===== config.mk =====
export PLATFORM = sky130hd
export DESIGN_NAME = mpdmac_cfg
export DESIGN_NICKNAME = d
export VERILOG_FILES = /design/src/rtl/mpdmac_pkg.sv /design/src/rtl/mpdmac_apb_if.sv /design/src/rtl/mpdmac_cfg.sv
export SDC_FILE = /design/constraint.sdc
export NUM_CORES = 1
export LEC_CHECK = 0
export ABC_CLOCK_PERIOD_IN_PS = 2700
export CORE_MARGIN = 2
export CORE_UTILIZATION = 32
export CTS_BUF_LIST = sky130_fd_sc_hd__clkbuf_8
export DETAILED_ROUTE_END_ITERATION = 10
export GPL_TIMING_DRIVEN = 0
export HOLD_SLACK_MARGIN = 0.12
export SLEW_MARGIN = 40
export SYNTH_ARGS = -nofsm -noshare
export SYNTH_HDL_FRONTEND = slang
export SYNTH_SLANG_ARGS = --single-unit

===== constraint.sdc =====
create_clock -name clk -period 2.7 [get_ports clk]
set_input_delay 0.675 -clock clk [delete_from_list [all_inputs] [get_ports clk]]
set_output_delay 0.675 -clock clk [all_outputs]
set_load 0.03 [all_outputs]

===== src/rtl/mpdmac_pkg.sv =====
// Shared definitions for the mirror-padding DMA configuration block:
// register offsets, sequencer states and default width limits.
package mpdmac_pkg;

    localparam logic [11:0] ADDR_VERSION  = 12'h000;
    localparam logic [11:0] ADDR_SRC      = 12'h100;
    localparam logic [11:0] ADDR_DST      = 12'h104;
    localparam logic [11:0] ADDR_WIDTH    = 12'h108;
    localparam logic [11:0] ADDR_CMD      = 12'h10C;
    localparam logic [11:0] ADDR_STATUS   = 12'h110;
    localparam logic [11:0] ADDR_INT_EN   = 12'h114;
    localparam logic [11:0] ADDR_INT_STAT = 12'h118;

    localparam logic [31:0] VERSION_DEF   = 32'h0001_0300;
    localparam int          MIN_WIDTH_DEF = 3;
    localparam int          MAX_WIDTH_DEF = 32;

    typedef enum logic [1:0] {
        IDLE      = 2'd0,
        LAUNCH    = 2'd1,
        WAIT_BUSY = 2'd2,
        RUN       = 2'd3
    } state_t;

endpackage


===== src/rtl/mpdmac_apb_if.sv =====
// APB3 access-phase decode: register write strobes, read mux and slave error.
// An access is psel & penable; pready is always 1, so every access completes
// on the clock edge that ends its access phase and writes commit on that edge.
module mpdmac_apb_if
    import mpdmac_pkg::*;
(
    input  logic        psel,
    input  logic        penable,
    input  logic [11:0] paddr,
    input  logic        pwrite,
    input  logic        wdata_bit0,
    input  logic        busy,
    input  logic [31:0] version,
    input  logic [31:0] src,
    input  logic [31:0] dst,
    input  logic [5:0]  width,
    input  logic        width_err,
    input  logic        int_en,
    input  logic        int_stat,
    output logic [31:0] prdata,
    output logic        pslverr,
    output logic        we_src,
    output logic        we_dst,
    output logic        we_width,
    output logic        we_int_en,
    output logic        cmd_start,
    output logic        stat_clr
);

    logic        access;
    logic        wr;
    logic        mapped;
    logic        lock_err;
    logic [31:0] rd_val;

    assign access = psel & penable;
    assign wr     = access & pwrite;

    always_comb begin
        rd_val = '0;
        mapped = 1'b1;
        case (paddr)
            ADDR_VERSION:  rd_val = version;
            ADDR_SRC:      rd_val = src;
            ADDR_DST:      rd_val = dst;
            ADDR_WIDTH:    rd_val = {26'd0, width};
            ADDR_CMD:      rd_val = '0;
            ADDR_STATUS:   rd_val = {30'd0, width_err, ~busy};
            ADDR_INT_EN:   rd_val = {31'd0, int_en};
            ADDR_INT_STAT: rd_val = {31'd0, int_stat};
            default:       mapped = 1'b0;
        endcase
    end

    // Launch parameters are frozen while a transfer is in flight.
    assign lock_err = pwrite & busy &
                      ((paddr == ADDR_SRC) || (paddr == ADDR_DST) ||
                       (paddr == ADDR_WIDTH) ||
                       ((paddr == ADDR_CMD) && wdata_bit0));

    assign pslverr   = access & (~mapped | lock_err);
    assign prdata    = (psel & ~pwrite) ? rd_val : '0;

    assign we_src    = wr & ~busy & (paddr == ADDR_SRC);
    assign we_dst    = wr & ~busy & (paddr == ADDR_DST);
    assign we_width  = wr & ~busy & (paddr == ADDR_WIDTH);
    assign we_int_en = wr & (paddr == ADDR_INT_EN);
    assign cmd_start = wr & ~busy & (paddr == ADDR_CMD) & wdata_bit0;
    assign stat_clr  = wr & (paddr == ADDR_INT_STAT) & wdata_bit0;

endmodule


===== src/rtl/mpdmac_cfg.sv =====
// Register file and launch sequencer for the mirror-padding DMA engine:
// validates the width, pulses start, tracks done and raises the interrupt.
module mpdmac_cfg
    import mpdmac_pkg::*;
#(
    parameter logic [31:0] VERSION   = VERSION_DEF,
    parameter int          MIN_WIDTH = MIN_WIDTH_DEF,
    parameter int          MAX_WIDTH = MAX_WIDTH_DEF
) (
    input  logic        clk,
    input  logic        rst_n,
    input  logic        psel_i,
    input  logic        penable_i,
    input  logic [11:0] paddr_i,
    input  logic        pwrite_i,
    input  logic [31:0] pwdata_i,
    output logic        pready_o,
    output logic [31:0] prdata_o,
    output logic        pslverr_o,
    output logic [31:0] src_addr_o,
    output logic [31:0] dst_addr_o,
    output logic [5:0]  mat_width_o,
    output logic        start_o,
    input  logic        done_i,
    output logic        irq_o,
    output logic [1:0]  dbg_state_o
);

    state_t      state_q;
    state_t      state_d;
    logic [31:0] src_q;
    logic [31:0] dst_q;
    logic [5:0]  width_q;
    logic        width_err_q;
    logic        int_en_q;
    logic        int_stat_q;
    logic        busy;
    logic        width_ok;
    logic        we_src;
    logic        we_dst;
    logic        we_width;
    logic        we_int_en;
    logic        cmd_start;
    logic        stat_clr;

    mpdmac_apb_if u_apb_if (
        .psel       (psel_i),
        .penable    (penable_i),
        .paddr      (paddr_i),
        .pwrite     (pwrite_i),
        .wdata_bit0 (pwdata_i[0]),
        .busy       (busy),
        .version    (VERSION),
        .src        (src_q),
        .dst        (dst_q),
        .width      (width_q),
        .width_err  (width_err_q),
        .int_en     (int_en_q),
        .int_stat   (int_stat_q),
        .prdata     (prdata_o),
        .pslverr    (pslverr_o),
        .we_src     (we_src),
        .we_dst     (we_dst),
        .we_width   (we_width),
        .we_int_en  (we_int_en),
        .cmd_start  (cmd_start),
        .stat_clr   (stat_clr)
    );

    assign width_ok = ({26'd0, width_q} >= 32'(MIN_WIDTH)) &&
                      ({26'd0, width_q} <= 32'(MAX_WIDTH));

    always_ff @(posedge clk or negedge rst_n) begin
        if (!rst_n) state_q <= IDLE;
        else        state_q <= state_d;
    end

    always_comb begin
        state_d = state_q;
        case (state_q)
            IDLE:      if (cmd_start && width_ok) state_d = LAUNCH;
            LAUNCH:    state_d = WAIT_BUSY;
            WAIT_BUSY: if (!done_i) state_d = RUN;
            RUN:       if (done_i) state_d = IDLE;
            default:   state_d = IDLE;
        endcase
    end

    always_comb begin
        start_o = (state_q == LAUNCH);
        busy    = (state_q != IDLE);
    end

    always_ff @(posedge clk or negedge rst_n) begin
        if (!rst_n) begin
            src_q       <= '0;
            dst_q       <= '0;
            width_q     <= '0;
            width_err_q <= 1'b0;
            int_en_q    <= 1'b0;
            int_stat_q  <= 1'b0;
        end else begin
            if (we_src)    src_q    <= pwdata_i;
            if (we_dst)    dst_q    <= pwdata_i;
            if (we_width)  width_q  <= pwdata_i[5:0];
            if (we_int_en) int_en_q <= pwdata_i[0];
            if (cmd_start) width_err_q <= ~width_ok;
            // Completion takes priority over a same-cycle W1C.
            if ((state_q == RUN) && done_i) int_stat_q <= 1'b1;
            else if (stat_clr)              int_stat_q <= 1'b0;
        end
    end

    assign pready_o    = 1'b1;
    assign src_addr_o  = src_q;
    assign dst_addr_o  = dst_q;
    assign mat_width_o = width_q;
    assign irq_o       = int_stat_q & int_en_q;
    assign dbg_state_o = state_q;

endmodule


* Yosys cells after proc, flatten, opt, wreduce, memory -nomap -nowiden
Cells that the tools add are included.
** Storage, ports and cells
- Output and inout port bits :: 108
- Flip-flop bits (word level) :: 75
- ROM bits :: 0
- RAM bits :: 0
- Input bits :: 50
- Word-level logic and storage cells :: 65
- Memories kept :: 0
- Bits in latches :: 0
** Cells by class
- Reduce and logical (&&, ||, !) cells :: 13
- Bitwise gates (word level) :: 21
- $mul :: 0
- $add $sub $neg :: 0
- Equal/unequal tests :: 13
- Shift operators :: 0
- Div/mod/pow operators :: 0
- Magnitude comparators :: 2
- Muxes and demuxes :: 9
** Operators by type and width (count)
- 32-bit case mux with 7 select lines :: 1
- 12-bit by 9-bit == test with 1-bit output (second input constant) :: 7
- 32-bit two-way mux :: 1
- 1-bit bitwise AND :: 16
- 12-bit logical NOT :: 1
- 2-bit case mux with 4 select lines :: 1
- 8-bit OR reduction :: 1
- 6-bit by 2-bit >= comparator with 1-bit output (second input constant) :: 1
- 6-bit less-or-equal comparator (second input constant) :: 1
- 2-bit two-way mux :: 3
- 2-bit inequality test (second input constant) :: 3
- 2-bit == test (second input constant) :: 2
- 1-bit logical AND :: 4
- 1-bit inverter :: 4
- 2-bit nonzero test :: 2
- 1-bit logical OR :: 3
- 1-bit two-way mux :: 3
- 3-bit AND reduction :: 1
- 2-bit by 1-bit == test with 1-bit output (second input constant) :: 1
- 2-bit logical NOT :: 1
- 1-bit OR :: 1

* Logic depth before layout (Yosys ltp)
Gate-level depths: netlist (run 1).
- Depth after elaboration :: 8
- Depth in mapped cells :: 8

* Cells and area by module
A second synthesis (run 1) with hierarchy kept.
** Unflattened totals
- Cells, all modules :: 360
- Area total of the unflattened synthesis :: 4217.8 µm²
** Modules (own cells, without submodules)
- mpdmac_cfg :: times used 1, cells an instance 188, sequential area each 1876.8 µm², area an instance 2965.3 µm²
- mpdmac_apb_if :: times used 1, cells an instance 172, sequential area each 0.0 µm², area an instance 1252.5 µm²

* Worst setup path before layout (run 1)
Ideal clock, no wire load.
- Path type :: input to output
- Start point :: input paddr_i[5]
- End point :: output prdata_o[0]
- Arrival time :: 2270 ps
- Stages :: 6
- Setup slack :: -245 ps
- Data required time :: 2025 ps
- Path through :: nor3_4 -> nand2_2 -> nor4_4 -> buf_6 -> nand2_2 -> a21oi_1
** Between the ends
- Longest elaborated chain between the ends :: 3
- Elaborated cells between the ends (all ways) :: 9
** RTL lines
- start, declared :: line mpdmac_cfg.sv:14 : input logic [11:0] paddr_i,
- 12-bit by 9-bit == test with 1-bit output / 12-bit logical NOT (equally long branches) :: line mpdmac_apb_if.sv:42 : case (paddr)
- 32-bit case mux with 7 select lines * :: line mpdmac_apb_if.sv:42
- 32-bit two-way mux * :: line mpdmac_apb_if.sv:62 : assign prdata = (psel & ~pwrite) ? rd_val : '0;
- end, declared :: line mpdmac_cfg.sv:18 : output logic [31:0] prdata_o,
Every way passes the cells marked *; elsewhere a longest branch is shown, timed or not.

* Final worst setup path (run 1)
- Start point :: input paddr_i[11]
- End point :: output prdata_o[16]
The elaborated chain is that of the path after synthesis.

==> results.sh, run 1 <==
export IMPL_grt_pass1_vias=3542
export IMPL_cts_tree="built"
export IMPL_drcViolationCount=0
export IMPL_wl_um=12100
export IMPL_io_buffer_count=156
export IMPL_routabilityCongestion=0.828
export IMPL_outcome="complete, but fails checks"
export IMPL_grt_max_degree=61
export IMPL_synth_enable_flop_cells=0
export IMPL_grt_pass1_wl_um=19100
export IMPL_num_io_pins=158
export IMPL_cp_required_ps=2030
export IMPL_hold_class="in -> async"
export IMPL_critPathMaxStageDelay_ps=400
export IMPL_area_delta_synth_final_pct=71.5
export IMPL_crit_top_cell="buf_6"
export IMPL_timing_hold_ws_ps=149
export IMPL_finalHoldViolations=0
export IMPL_antenna_cells=0
export IMPL_fin_crit_sh=1.10
export IMPL_cts_root_buf="clkbuf_8"
export IMPL_dp_hpwl_um=8310
export IMPL_finalWorstSetupSlack_ps=-263
export IMPL_sw_frac_of_total=0.261
export IMPL_antenna_found_initial=0
export IMPL_vias=3274
export IMPL_clockPowerShare=0.343
export IMPL_drt_pass1_iter_count=4
export IMPL_maxCapViolCount=0
export IMPL_post_route_min_period_ps=2960
export IMPL_endpoint_kind="primary output"
export IMPL_syn_avg_cell_area_um2=12.2
export IMPL_crit_chain="buf_6, nor4b_4, nand2b_4, buf_12, nor3b_4, buf_6, buf_8, a22oi_2, a21oi_2, buf_6"
export IMPL_die_height_um=112
export IMPL_cp_arrival_ps=2290
export IMPL_p_leak_nw=2.84
export IMPL_hold_buffers=0
export IMPL_clock_sinks=75
export IMPL_yosys_area_top_type="dfrtp_1"
export IMPL_overflow=0
export IMPL_die_x_um=112
export IMPL_ys_flop_type="dfrtp_1"
export IMPL_yosysMostFrequentCell="dfrtp_1"
export IMPL_coreArea_mm2=0.0114
export IMPL_async_reset_ff_frac=1.00
export IMPL_fmax_mhz=338
export IMPL_start_kind="input pin"
export IMPL_irDropWorstVdd_mv=0.250
export IMPL_syn_inst=308
export IMPL_path_class="in -> out"
export IMPL_cpMaxStageDelayCell="nor4b_4"
export IMPL_row_count=39
export IMPL_cts_inserted_buffers=9
export IMPL_syn_cell_area_mm2=0.00375
export IMPL_syn_num_nets=363
export IMPL_die_area_mm2=0.0126
export IMPL_seq_area_frac_synth=0.501
export IMPL_synth_seq_cells=75
export IMPL_maxSlewViolCount=0
export IMPL_critPathBufInv=5
export IMPL_final_cells=653
export IMPL_drt_iter0_drc=83
export IMPL_p_sw_uw=633
export IMPL_wl_per_cell_um=18.5
export IMPL_fin_tns_setup_ps=-5820
export IMPL_synth_top_cells_by_count="dfrtp_1, mux2_2, nor2_1"
export IMPL_violations="negative setup slack"
export IMPL_layout_nets=562
export IMPL_via_per_inst=5.01
export IMPL_cts_max_level=3
export IMPL_yosys_area_top_type_share=0.501
export IMPL_rsz0062_at_grt="yes"
export IMPL_cellPowerDensity_mw_per_mm2=377
export IMPL_ys_warn_count=0
export IMPL_placedCellCount=608
export IMPL_drtAntennaViolNets=0
export IMPL_crit_fanout=6
export IMPL_finClkSkew_ps=6.77
export IMPL_grt_util_all_layers=0.192
export IMPL_p_int_mw=1.79
export IMPL_pwr_share_comb=0.177
export IMPL_clk_pin_slew_worst_paths_ps=70
export IMPL_synth_cell_types=42
export IMPL_dp_slack_ps=-1570
export IMPL_ys_top_cells_by_area="dfrtp_1, mux2_2, a22oi_1"
export IMPL_insertion_delay_ps=340
export IMPL_p_seq_frac=0.480
export IMPL_finalSetupViolations=28
export IMPL_crit_family="buffers and inverters"
export IMPL_cts_buffer_depth=2
export IMPL_drive_above_1_share=0.476
export IMPL_initial_utilization=0.328
placed cells by master (no fill, tap or decap), types with 4 or more instances in the layout:
cell and instances:
nor2_1 14, nand2_1 5, buf_8 4, mux2_1 4
inv_1 6, a21oi_2 5, a21oi_1 6, nor2_4 23
clkbuf_2 6, buf_6 38, clkbuf_8 10, buf_2 9
buf_4 27, nand3_1 4, mux2_2 68, clkdlybuf4s50_1 109
a22oi_2 25, dfrtp_1 75, buf_12 4, mux2i_1 8
ha_1 5
final cells by class:
type / count / area (um^2)
Clock inverter: 4 / 43.8
Multi-Input combinational cell: 211 / 2080
Fill cell: 1015 / 4990
Clock buffer: 10 / 138
Timing Repair Buffer: 188 / 1910
Tap cell: 143 / 179
Inverter: 5 / 18.8
Sequential cell: 75 / 1880
Buffer: 17 / 179
flip-flops by register name (all words and copies together) (netlist names):
| name | cells |
|---|---|
| mat_width_o | 6 |
| int_en_q | 1 |
| int_stat_q | 1 |
| dst_addr_o | 32 |
| width_err_q | 1 |
| dbg_state_o | 2 |
| src_addr_o | 32 |
timing repair:
action                                  CTS  global route
pin swaps                                36            26
endpoints found under the setup margin   33            33
resized for setup                       293            40
buffers inserted                         24             4
gates cloned                              3             3
logic make-up (layout without fill, tap and decap cells):
logic type                 Yosys count  count (layout)  share of synthesized area
AOI/OAI and AO/OA                   48              48                     0.0858
adders and majority gates            5               5                     0.0167
buffers and inverters               22             224                     0.0324
DFF                                 75              75                      0.501
muxes                               81              81                      0.242
other                                1               1                    0.00100
and+or+nand+nor                     76              76                      0.122
final timing paths:
kind	startpoint	to	slack [ps]	depth (start not counted)
setup / recovery	paddr_i[11]	prdata_o[16]	-260	10
hold / removal	rst_n	dst_addr_o[5]	150	1
setup reg to reg	dbg_state_o[0]	src_addr_o[21]	360	8
hold reg to reg	int_stat_q	int_stat_q	520	1
max in group asynchronous	rst_n	dst_addr_o[19]	2000	2
min in group clk	int_stat_q	int_stat_q	520	1
through the flow:
| stage | util | cell area [um^2] | power (mW) |
|---|---|---|---|
| after floorplan | - | 3940 | 1.40 |
| after global placement | 0.497 | 5680 | 1.59 |
| after detailed placement | 0.500 | 5710 | 1.60 |
| after CTS | 0.554 | 6320 | 2.45 |
| after global routing | 0.563 | 6430 | 2.55 |
| final | 0.563 | 6430 | 2.42 |
per-layer routing:
layer	vias up	GRT usage	part of all wire
met3	11	0.0567	0.060
met1	1656	0.234	0.42
met4	0	0.0537	0.012
met2	90	0.331	0.51
met5	-	0	0
li1	1517	-	-
power by group through the flow:
stage,logic (mW),clock network (mW),registers [mW]
final,0.428,0.830,1.16
after global routing,0.465,0.916,1.17
after CTS,0.424,0.861,1.16
after detailed placement,0.415,0,1.19
after global placement,0.401,0,1.18
after floorplan,0.188,0,1.21
Power figures use the tool's default switching activity.
==> run 2: changes to the inputs <==
Settings changed: CORE_UTILIZATION 32 to 38, PLACE_DENSITY set to 0.73.
==> run 2 against run 1 <==
The flow still finishes with violations (negative setup slack). Fmax is 2.1% higher. Global-route usage is 2.8 points higher. First-iteration DRC count is 16% higher. Clock skew is 6.8 ps higher. Design area is 0.33% lower. Power is 3.9% higher. Die area is 15% lower. Critical path type unchanged. Largest power group unchanged.
==> results.sh, run 2 (synthesis results as in run 1) <==
export IMPL_dp_hpwl_um=7790
export IMPL_via_per_inst=5.10
export IMPL_fin_crit_sh=1.07
export IMPL_placedCellCount=598
export IMPL_grt_util_all_layers=0.219
export IMPL_grt_pass1_vias=3357
export IMPL_cellPowerDensity_mw_per_mm2=392
export IMPL_cts_tree="built"
export IMPL_die_x_um=103
export IMPL_area_delta_synth_final_pct=70.9
export IMPL_power_mw=2.51
export IMPL_die_area_mm2=0.0107
export IMPL_endpoint_kind="primary output"
export IMPL_irDropWorstVdd_mv=0.196
export IMPL_drt_iter0_drc=96
export IMPL_wl_per_cell_um=17.9
export IMPL_maxCapViolCount=0
export IMPL_antenna_cells=0
export IMPL_layout_nets=560
export IMPL_start_kind="input pin"
export IMPL_vias=3274
export IMPL_cts_buffer_depth=2
export IMPL_insertion_delay_ps=350
export IMPL_reg2reg_depth=8
export IMPL_hold_buffers=0
export IMPL_routabilityCongestion=0.837
export IMPL_rsz0062_at_grt="yes"
export IMPL_sw_frac_of_total=0.260
export IMPL_die_height_um=103
export IMPL_wl_um=11500
export IMPL_drtAntennaViolNets=0
export IMPL_row_count=36
export IMPL_finalHoldViolations=0
export IMPL_cp_arrival_ps=2230
export IMPL_pwr_share_comb=0.166
export IMPL_num_io_pins=158
export IMPL_clockPowerShare=0.371
export IMPL_final_cells=642
export IMPL_clock_sinks=75
export IMPL_path_class="in -> out"
export IMPL_drive_above_1_share=0.472
export IMPL_finalWorstSetupSlack_ps=-201
export IMPL_violations="negative setup slack"
export IMPL_cts_root_buf="clkbuf_8"
export IMPL_outcome="complete, but fails checks"
export IMPL_grt_pass1_wl_um=17700
export IMPL_cp_required_ps=2030
export IMPL_antenna_found_initial=0
export IMPL_finalSetupViolations=28
export IMPL_clk_pin_slew_worst_paths_ps=80
export IMPL_p_seq_frac=0.462
export IMPL_crit_fanout=6
export IMPL_p_leak_nw=2.84
export IMPL_final_common_cell="clkdlybuf4s50_1"
export IMPL_coreArea_mm2=0.00968
export IMPL_drcViolationCount=0
export IMPL_fmax_mhz=345
export IMPL_io_buffer_count=156
export IMPL_fin_tns_setup_ps=-4030
export IMPL_grt_max_degree=60
export IMPL_hold_class="in -> async"
export IMPL_initial_utilization=0.387
export IMPL_p_sw_uw=653
export IMPL_p_int_mw=1.86
export IMPL_drt_pass1_iter_count=4
export IMPL_finClkSkew_ps=13.6
export IMPL_maxSlewViolCount=0
export IMPL_final_util=0.661
export IMPL_cts_max_level=3
export IMPL_post_route_min_period_ps=2900
export IMPL_cts_inserted_buffers=9
export IMPL_overflow=0
export IMPL_final_cell_mix="clkdlybuf4s50_1, dfrtp_1, mux2_2"
run 2: critical path, stage by stage:
cell,delay [ps]
buf_8,100
nor4b_4,250
buf_4,180
nand2b_4,80
nor3b_4,260
buf_4,170
buf_8,130
a22oi_2,80
a21oi_4,160
buf_6,140
run 2: metrics by stage:
stage | hold slack, ps | instance area, um^2 | setup WS, ps
after floorplan | 379 | 3940 | -72.3
after global placement | 501 | 5670 | -1580
after detailed placement | 516 | 5690 | -1550
after CTS | 141 | 6310 | -257
after global routing | 139 | 6410 | -279
final | 152 | 6410 | -201
run 2: what timing repair did:
action | 4_1_cts | 5_1_grt
endpoints found under the setup margin | 33 | 33
gates resized for setup | 289 | 47
gates cloned | 3 | 0
buffers inserted | 22 | 7
pin swaps | 32 | 16
run 2: routing by layer:
metal  up-vias  global-route usage  routed length [um]
met5         -                   0                   0
met1      1648               0.279                4830
met2        99               0.370                5900
met3        19              0.0430                 577
li1       1508                   -                   -
met4         0              0.0830                 195
run 2: cell type report:
cell class	instances	area, um^2
buffer	17	168
clock buffer	9	124
clock inverter	6	82.6
fill	719	3280
inverter	5	18.8
multi-input combinational	211	2090
sequential	75	1880
tap	133	166
timing repair buffer	186	1880
run 2: power by group through the flow:
stage	Combinational (mW)	Sequential, mW	Clock, mW
4_1_cts	0.417	1.16	0.946
5_1_grt	0.459	1.17	1.00
3_3_place_gp	0.397	1.18	0
2_1_floorplan	0.188	1.21	0
3_5_place_dp	0.406	1.18	0
6_report	0.418	1.16	0.934
run 2: final timing paths:
check | slack, ps | from | endpoint
min | 150 | rst_n | src_addr_o[3]
max reg2reg | 340 | dbg_state_o[0] | dst_addr_o[5]
max | -200 | paddr_i[11] | prdata_o[9]
max in group asynchronous | 2010 | rst_n | dst_addr_o[0]
min in group clk | 530 | int_stat_q | int_stat_q
min reg2reg | 530 | int_stat_q | int_stat_q
